## src/rtl/rf_multi.sv

```systemverilog
// Parametrised 2-read/1-write register file with registered, bypassed reads,
// per-entry valid bits and a sweep-clear sequencer. Define RF_ZERO_REG_EN to hardwire entry 0.
module rf_multi #(
  parameter int unsigned WIDTH = 3,
  parameter int unsigned DEPTH = 4,
  localparam int unsigned AW   = $clog2(DEPTH)
) (
  input  logic             clk,
  input  logic             rst_n,
  input  logic             rea,
  input  logic [AW-1:0]    raa,
  input  logic             reb,
  input  logic [AW-1:0]    rab,
  input  logic             we,
  input  logic [AW-1:0]    wa,
  input  logic [WIDTH-1:0] din,
  input  logic             clr,
  output logic [WIDTH-1:0] douta,
  output logic [WIDTH-1:0] doutb,
  output logic             dva,
  output logic             dvb,
  output logic             busy
);

  typedef enum logic [0:0] {StIdle, StClear} state_e;

  state_e           state_q;
  logic [AW-1:0]    ptr_q;
  logic             busy_q;
  logic [WIDTH-1:0] mem_q [DEPTH];
  logic [DEPTH-1:0] valid_q;

  logic [WIDTH-1:0] douta_d, douta_q, doutb_d, doutb_q;
  logic             dva_d, dva_q, dvb_d, dvb_q;
  logic             wr_ok;
  logic             wr_en;

  // wr_ok: the write itself is legal (bypass source); wr_en: it also lands in the array.
  always_comb begin
`ifdef RF_ZERO_REG_EN
    wr_ok = we && (wa != '0);
`else
    wr_ok = we;
`endif
    wr_en = wr_ok && (state_q == StIdle) && !clr;
  end

  always_ff @(posedge clk or negedge rst_n) begin
    if (!rst_n) begin
      state_q <= StIdle;
      ptr_q   <= '0;
      busy_q  <= 1'b0;
    end else begin
      case (state_q)
        StIdle: begin
          if (clr) begin
            state_q <= StClear;
            ptr_q   <= '0;
            busy_q  <= 1'b1;
          end
        end
        StClear: begin
          if (ptr_q == AW'(DEPTH - 1)) begin
            state_q <= StIdle;
            ptr_q   <= '0;
            busy_q  <= 1'b0;
          end else begin
            ptr_q <= ptr_q + AW'(1);
          end
        end
        default: begin
          state_q <= StIdle;
          ptr_q   <= '0;
          busy_q  <= 1'b0;
        end
      endcase
    end
  end

  always_ff @(posedge clk or negedge rst_n) begin
    if (!rst_n) begin
      for (int i = 0; i < DEPTH; i++) begin
        mem_q[i] <= '0;
      end
      valid_q <= '0;
    end else if (state_q == StClear) begin
      mem_q[ptr_q]   <= '0;
      valid_q[ptr_q] <= 1'b0;
    end else if (wr_en) begin
      mem_q[wa]   <= din;
      valid_q[wa] <= 1'b1;
    end
  end

  always_comb begin
    douta_d = '0;
    dva_d   = 1'b0;
    if (!busy_q && rea) begin
      if (wr_ok && (wa == raa)) begin
        douta_d = din;
        dva_d   = 1'b1;
      end else begin
        douta_d = mem_q[raa];
        dva_d   = valid_q[raa];
      end
`ifdef RF_ZERO_REG_EN
      if (raa == '0) begin
        douta_d = '0;
        dva_d   = 1'b1;
      end
`endif
    end
  end

  always_comb begin
    doutb_d = '0;
    dvb_d   = 1'b0;
    if (!busy_q && reb) begin
      if (wr_ok && (wa == rab)) begin
        doutb_d = din;
        dvb_d   = 1'b1;
      end else begin
        doutb_d = mem_q[rab];
        dvb_d   = valid_q[rab];
      end
`ifdef RF_ZERO_REG_EN
      if (rab == '0) begin
        doutb_d = '0;
        dvb_d   = 1'b1;
      end
`endif
    end
  end

  always_ff @(posedge clk or negedge rst_n) begin
    if (!rst_n) begin
      douta_q <= '0;
      doutb_q <= '0;
      dva_q   <= 1'b0;
      dvb_q   <= 1'b0;
    end else begin
      douta_q <= douta_d;
      doutb_q <= doutb_d;
      dva_q   <= dva_d;
      dvb_q   <= dvb_d;
    end
  end

  assign douta = douta_q;
  assign doutb = doutb_q;
  assign dva   = dva_q;
  assign dvb   = dvb_q;
  assign busy  = busy_q;

endmodule

```

## config.mk

```make
export PLATFORM = sky130hd
export DESIGN_NAME = rf_multi
export DESIGN_NICKNAME = d
export VERILOG_FILES = /design/src/rtl/rf_multi.sv
export SDC_FILE = /design/constraint.sdc
export NUM_CORES = 1
export LEC_CHECK = 0
export BUFFER_PORTS_ARGS = -buffer_cell sky130_fd_sc_hd__buf_2
export CAP_MARGIN = 40
export CORE_MARGIN = 3
export CORE_UTILIZATION = 52
export CTS_BUF_LIST = sky130_fd_sc_hd__clkbuf_4
export CTS_CLUSTER_SIZE = 8
export DETAILED_ROUTE_END_ITERATION = 7
export HOLD_SLACK_MARGIN = 0.03
export PLACE_DENSITY_LB_ADDON = 0.1
export SLEW_MARGIN = 15
export SYNTH_ARGS = -nofsm -noshare
export SYNTH_HDL_FRONTEND = slang
export SYNTH_SLANG_ARGS = --single-unit
```

## constraint.sdc

```tcl
create_clock -name clk -period 1.8 [get_ports clk]
set_clock_uncertainty 0.15 [all_clocks]
set_input_delay 0.36 -clock clk [delete_from_list [all_inputs] [get_ports clk]]
set_output_delay 0.36 -clock clk [all_outputs]
set_load 0.005 [all_outputs]
```

# Word level (Yosys, flattened, before mapping)

Index checks and enable logic that the tools add are counted.

$add $sub $neg: 1
Magnitude comparators: 12
Equal/unequal tests: 5
Multiplexer cells: 40
Bitwise logic cells: 10
Reduce and logical (&&, ||, !) cells: 14

Operator list:

| operator             | number |
|---|---|
| $mux W3              | 10 |
| $mux W12             | 2 |
| $and A12 B12 Y12     | 1 |
| $bmux W3 S2          | 2 |
| $bwmux W12           | 1 |
| $demux W3 S2         | 2 |
| $ge A3 B3 Y1 const B | 4 |
| $lt A2 B3 Y1 const B | 4 |
| $mux W1              | 12 |
| $not A12 Y12         | 1 |
| $not A2 Y3           | 4 |
| $logic_and A1 B1 Y1  | 10 |
| $mux W4              | 2 |
| $lt A3 B1 Y1 const B | 2 |
| $and A4 B4 Y4        | 1 |
| $bmux W1 S2          | 2 |
| $demux W1 S2         | 2 |
| $eq A2 B2 Y1         | 2 |
| $ge A2 B1 Y1 const B | 2 |
| $mux W2              | 2 |
| $not A4 Y4           | 1 |
| $or A4 B4 Y4         | 1 |
| $pmux W1 S2          | 2 |
| $pmux W2 S2          | 1 |
| other kinds (8)      | 9 |

Bits in registers: 28
Bits of input ports: 15
Output and inout bits: 9
Word-level logic and storage cells: 94

# Longest topological paths before layout

Depth in word-level cells: 8
Depth in mapped cells: 6
Gate-level depth less buffers: 5

# Worst setup path before layout

No wires, ideal clock.

Path type: register to register
From: reg state_q
To: reg mem_q[4] in the netlist's numbering
Setup time: 0.121 ns
Arrival: 1.493 ns
Required time: 1.529 ns
Slack: 0.036 ns
Stages on the path, launching flop included: 7
Buffers on the path: 2
Clock period less this slack: 1.764 ns
Cell sequence: dfrtp_1 -> or3b_1 -> buf_2 -> or3b_1 -> buf_2 -> nand3_1 -> o21ai_1

Word-level cells in the longest chain between the ends: 4
Elaborated cells on any way between the ends: 5
Classes of those cells: 1 x mux; 1 x bitwise; 3 x reduce/logical

Ends and longest elaborated chain:

| what                             | RTL line | source |
|---|---|---|
| start: declaration               | 27       | `state_e state_q;` |
| start signal: assignment         | 50       | `state_q <= StIdle;` |
| start signal: assignment         | 57       | `state_q <= StClear;` |
| start signal: assignment         | 64       | `state_q <= StIdle;` |
| $not A1 Y1                       | -        |  |
| $logic_and A1 B1 Y1 (2 in a row) | 45       | `wr_en = wr_ok && (state_q == StIdle) && !clr;` |
| $reduce_bool A2 Y1 (no line)     | -        |  |
| end signal: indexed assignment   | 90       | `mem_q[wa] <= din;` |
| end: declaration                 | 30       | `logic [WIDTH-1:0] mem_q [DEPTH];` |

Parallel ways exist; a longest one is shown, timed or not.
A chain may end at the register's enable or synchronous reset.

# Worst setup path in the final report

From: reg state_q
To: reg mem_q[3] in the netlist's numbering

Same word-level chain as after synthesis.

==> metrics <==
Critical Path RT 1.88 ns; cell-internal power 0.00116 W; DRC 0; CTS Buffer Depth 2; HPWL after DPL 2310 um; fin. max-slew vios 0; gp weighted congestion 0.796; antenna cells 0; fin crit share roughly 94%; die width 58.5 um; Max Cap Viol 0; Hold EP mem_q[11]; Worst-path clk slew 0.14 ns; Num CTS Buffers 3; Comb power frac about a third; WL met1 between 1000 and 1500 um; GRT overflow 0; worst slew pin tran just over 0.6 ns; Die H 58.5 um; status finished, final reports clean; CTS tree built; area grow syn2layout 14.3%; first-pass GRT wire length 5090 um; Final #Nets 179; Port-buffer cells 23; crit start category register; die area 0.00342 sq mm; worst skew pair latency 0.33 ns; Pwr per Cell Area ~1100 mW/mm^2; Switch Pwr 0.000627 W; Worst Hold Depth 3; clock group share of total power 14.6%; post-synthesis sequential area ratio 48.9%; reg2reg end mem_q[3]; Via density 5.44; Yosys reg bits 28; post-synth net total 150; Setup CP Type reg2reg; Core Area 0.00254 sq mm; syn avg cell area 10.9 sq um; Setup TNS Final 0 ns; commonest non-fill, non-tap cell in the layout dfrtp_1; setup slack, reg-to-reg approximately 0.11 ns; Worst IR Drop VDD 0.898 mV; routed length per instance between 15 and 20 um; Core Util, Final between 60 and 70%; DR pass1 iterations 4; Leakage a little over 0.8 nW; worst r2r src state_q; initial antenna violation count 0; vias in the first global route 1,113; cells on worst reg2reg path 4; post-CTS setup buffer count 0; Max-slew headroom 59.0%; GR Util All Layers 19.5%; top sig layer met4; Sink Count 28; Cells after Synth 131; RSZ-0062 raised after global routing no; Final Hold Fails 0; sw frac 35.1%; number of H-tree levels 1; routed wire length 3000 um; most frequent cells in the layout dfrtp_1, nand2_1, buf_2, nor2_1, mux2i_1; Final Setup Violations 0; largest net degree at the start of global routing 29; Critical Path Sink Type register; Hold Crit Class in2reg; register share of total power 50.5%; # rows 18; Detail Route Antenna Nets 0; Max Fclk 592 MHz; Final min period 1.69 ns; crit path max fanout 7; crit path DAT 1.77 ns; HP Start din[2]; met3 WL post-DR 116 um; wire length on met2 1550 um; Starting Density a little under three fifths; number of I/O pins 24; number of warnings issued by yosys 0; share of layout cells above drive strength 1 25.2%; Cell variety after synth 23; post-synthesis cell area 0.00143 sq mm; Root Driver clkbuf_4; via count 1,028; Starting DRT DRC Count 35
[cell usage after synthesis]
cell type	n	area, sq um
buf_1	1	3.75
o2bb2ai_1	2	17.5
or3b_1	2	17.5
xnor2_1	4	35.0
o31ai_1	1	7.51
nor3_2	1	10.0
nor3_1	1	5.00
buf_2	2	10.0
o31a_1	2	17.5
nand2_1	24	90.1
o22ai_1	1	6.26
inv_1	7	26.3
nand3_1	3	15.0
mux4_2	8	180
o21ai_1	3	15.0
and3_1	2	12.5
nor2_1	14	52.6
clkbuf_1	2	7.51
a21o_1	3	22.5
mux2i_1	10	100
dfrtp_1	28	701
ha_1	4	50.1
o21ai_0	6	30.0
[repair_timing]
item,CTS,global route
endpoints found under the hold margin,28,0
resized for setup,0,0
hold buffers,1,0
[critical path, stage by stage, from the launching register on]
cell and delay, ns:
dfrtp_1 0.40, or3b_1 0.39, or3b_1 0.47, nand3_1 0.12
o21ai_1 0.07
[flip-flops by register name, summed over array words and instances, names as in the netlist]
register  count
dva           1
douta         3
doutb         3
state_q       1
mem_q        12
busy          1
ptr_q         2
dvb           1
valid_q       4
[how the worst max path moves through the flow]
stage | start | end | slack, ns | cells past startpoint
detailed placement | clr | mem_q[3] | 0.04 | 5
global route | state_q | mem_q[3] | 0.04 | 4
global placement | clr | mem_q[2] | 0.08 | 6
CTS | state_q | mem_q[3] | 0.11 | 4
finish | state_q | mem_q[3] | 0.11 | 4
floorplan | state_q | mem_q[4] | 0.04 | 6
[power groups by stage]
stage / Clock (W) / Combinational, W / Sequential (W)
finish: 0.000260 / 0.000623 / 0.000901
global route: 0.000289 / 0.000702 / 0.000924
CTS: 0.000269 / 0.000631 / 0.000898
detailed placement: 0 / 0.000628 / 0.000910
global placement: 0 / 0.000603 / 0.000902
floorplan: 0 / 0.000437 / 0.000878
[layout make-up]
| type | instances | area [sq um] |
|---|---|---|
| fillers | 204 | 907 |
| flip-flops and latches | 28 | 701 |
| multi-input cells | 91 | 684 |
| repair buffers | 29 | 163 |
| well taps | 30 | 37.5 |
| inverters | 7 | 26.3 |
| clock buffers | 3 | 22.5 |
| clock inverters | 1 | 3.75 |
[logic make-up (layout without fill, tap and decap cells)]
| logic type | count (synthesis) | count (layout) | share of synthesized area, % |
|---|---|---|---|
| simple gates | 47 | 47 | 14.1 |
| flops | 28 | 28 | 48.9 |
| compound gates | 18 | 18 | 8.12 |
| mux | 18 | 18 | 19.6 |
| buf+inv | 12 | 40 | 3.32 |
| fa+ha+maj | 4 | 4 | 3.49 |
| xor+xnor | 4 | 4 | 2.45 |
[stage by stage]
stage                     setup slack (ns)  hold WS, ns  cell area [sq um]  std cells  power [W]
after floorplan                     0.0358      -0.0856               1430        131    0.00132
after global placement              0.0786        0.248               1600        184    0.00151
after detailed placement            0.0379        0.260               1600        184    0.00154
after CTS                            0.107        0.131               1640        189    0.00180
after global routing                0.0422        0.135               1640        189    0.00192
final                                0.109        0.135               1640        189    0.00178
[per-layer routing]
| layer | vias up | GRT usage, % |
|---|---|---|
| met4 | 0 | 2.98 |
| li1 | 509 | - |
| met3 | 2 | 3.95 |
| met2 | 23 | 35.4 |
| met5 | - | 0 |
| met1 | 494 | 24.4 |
Note: power is estimated with default switching activity, not from simulation.
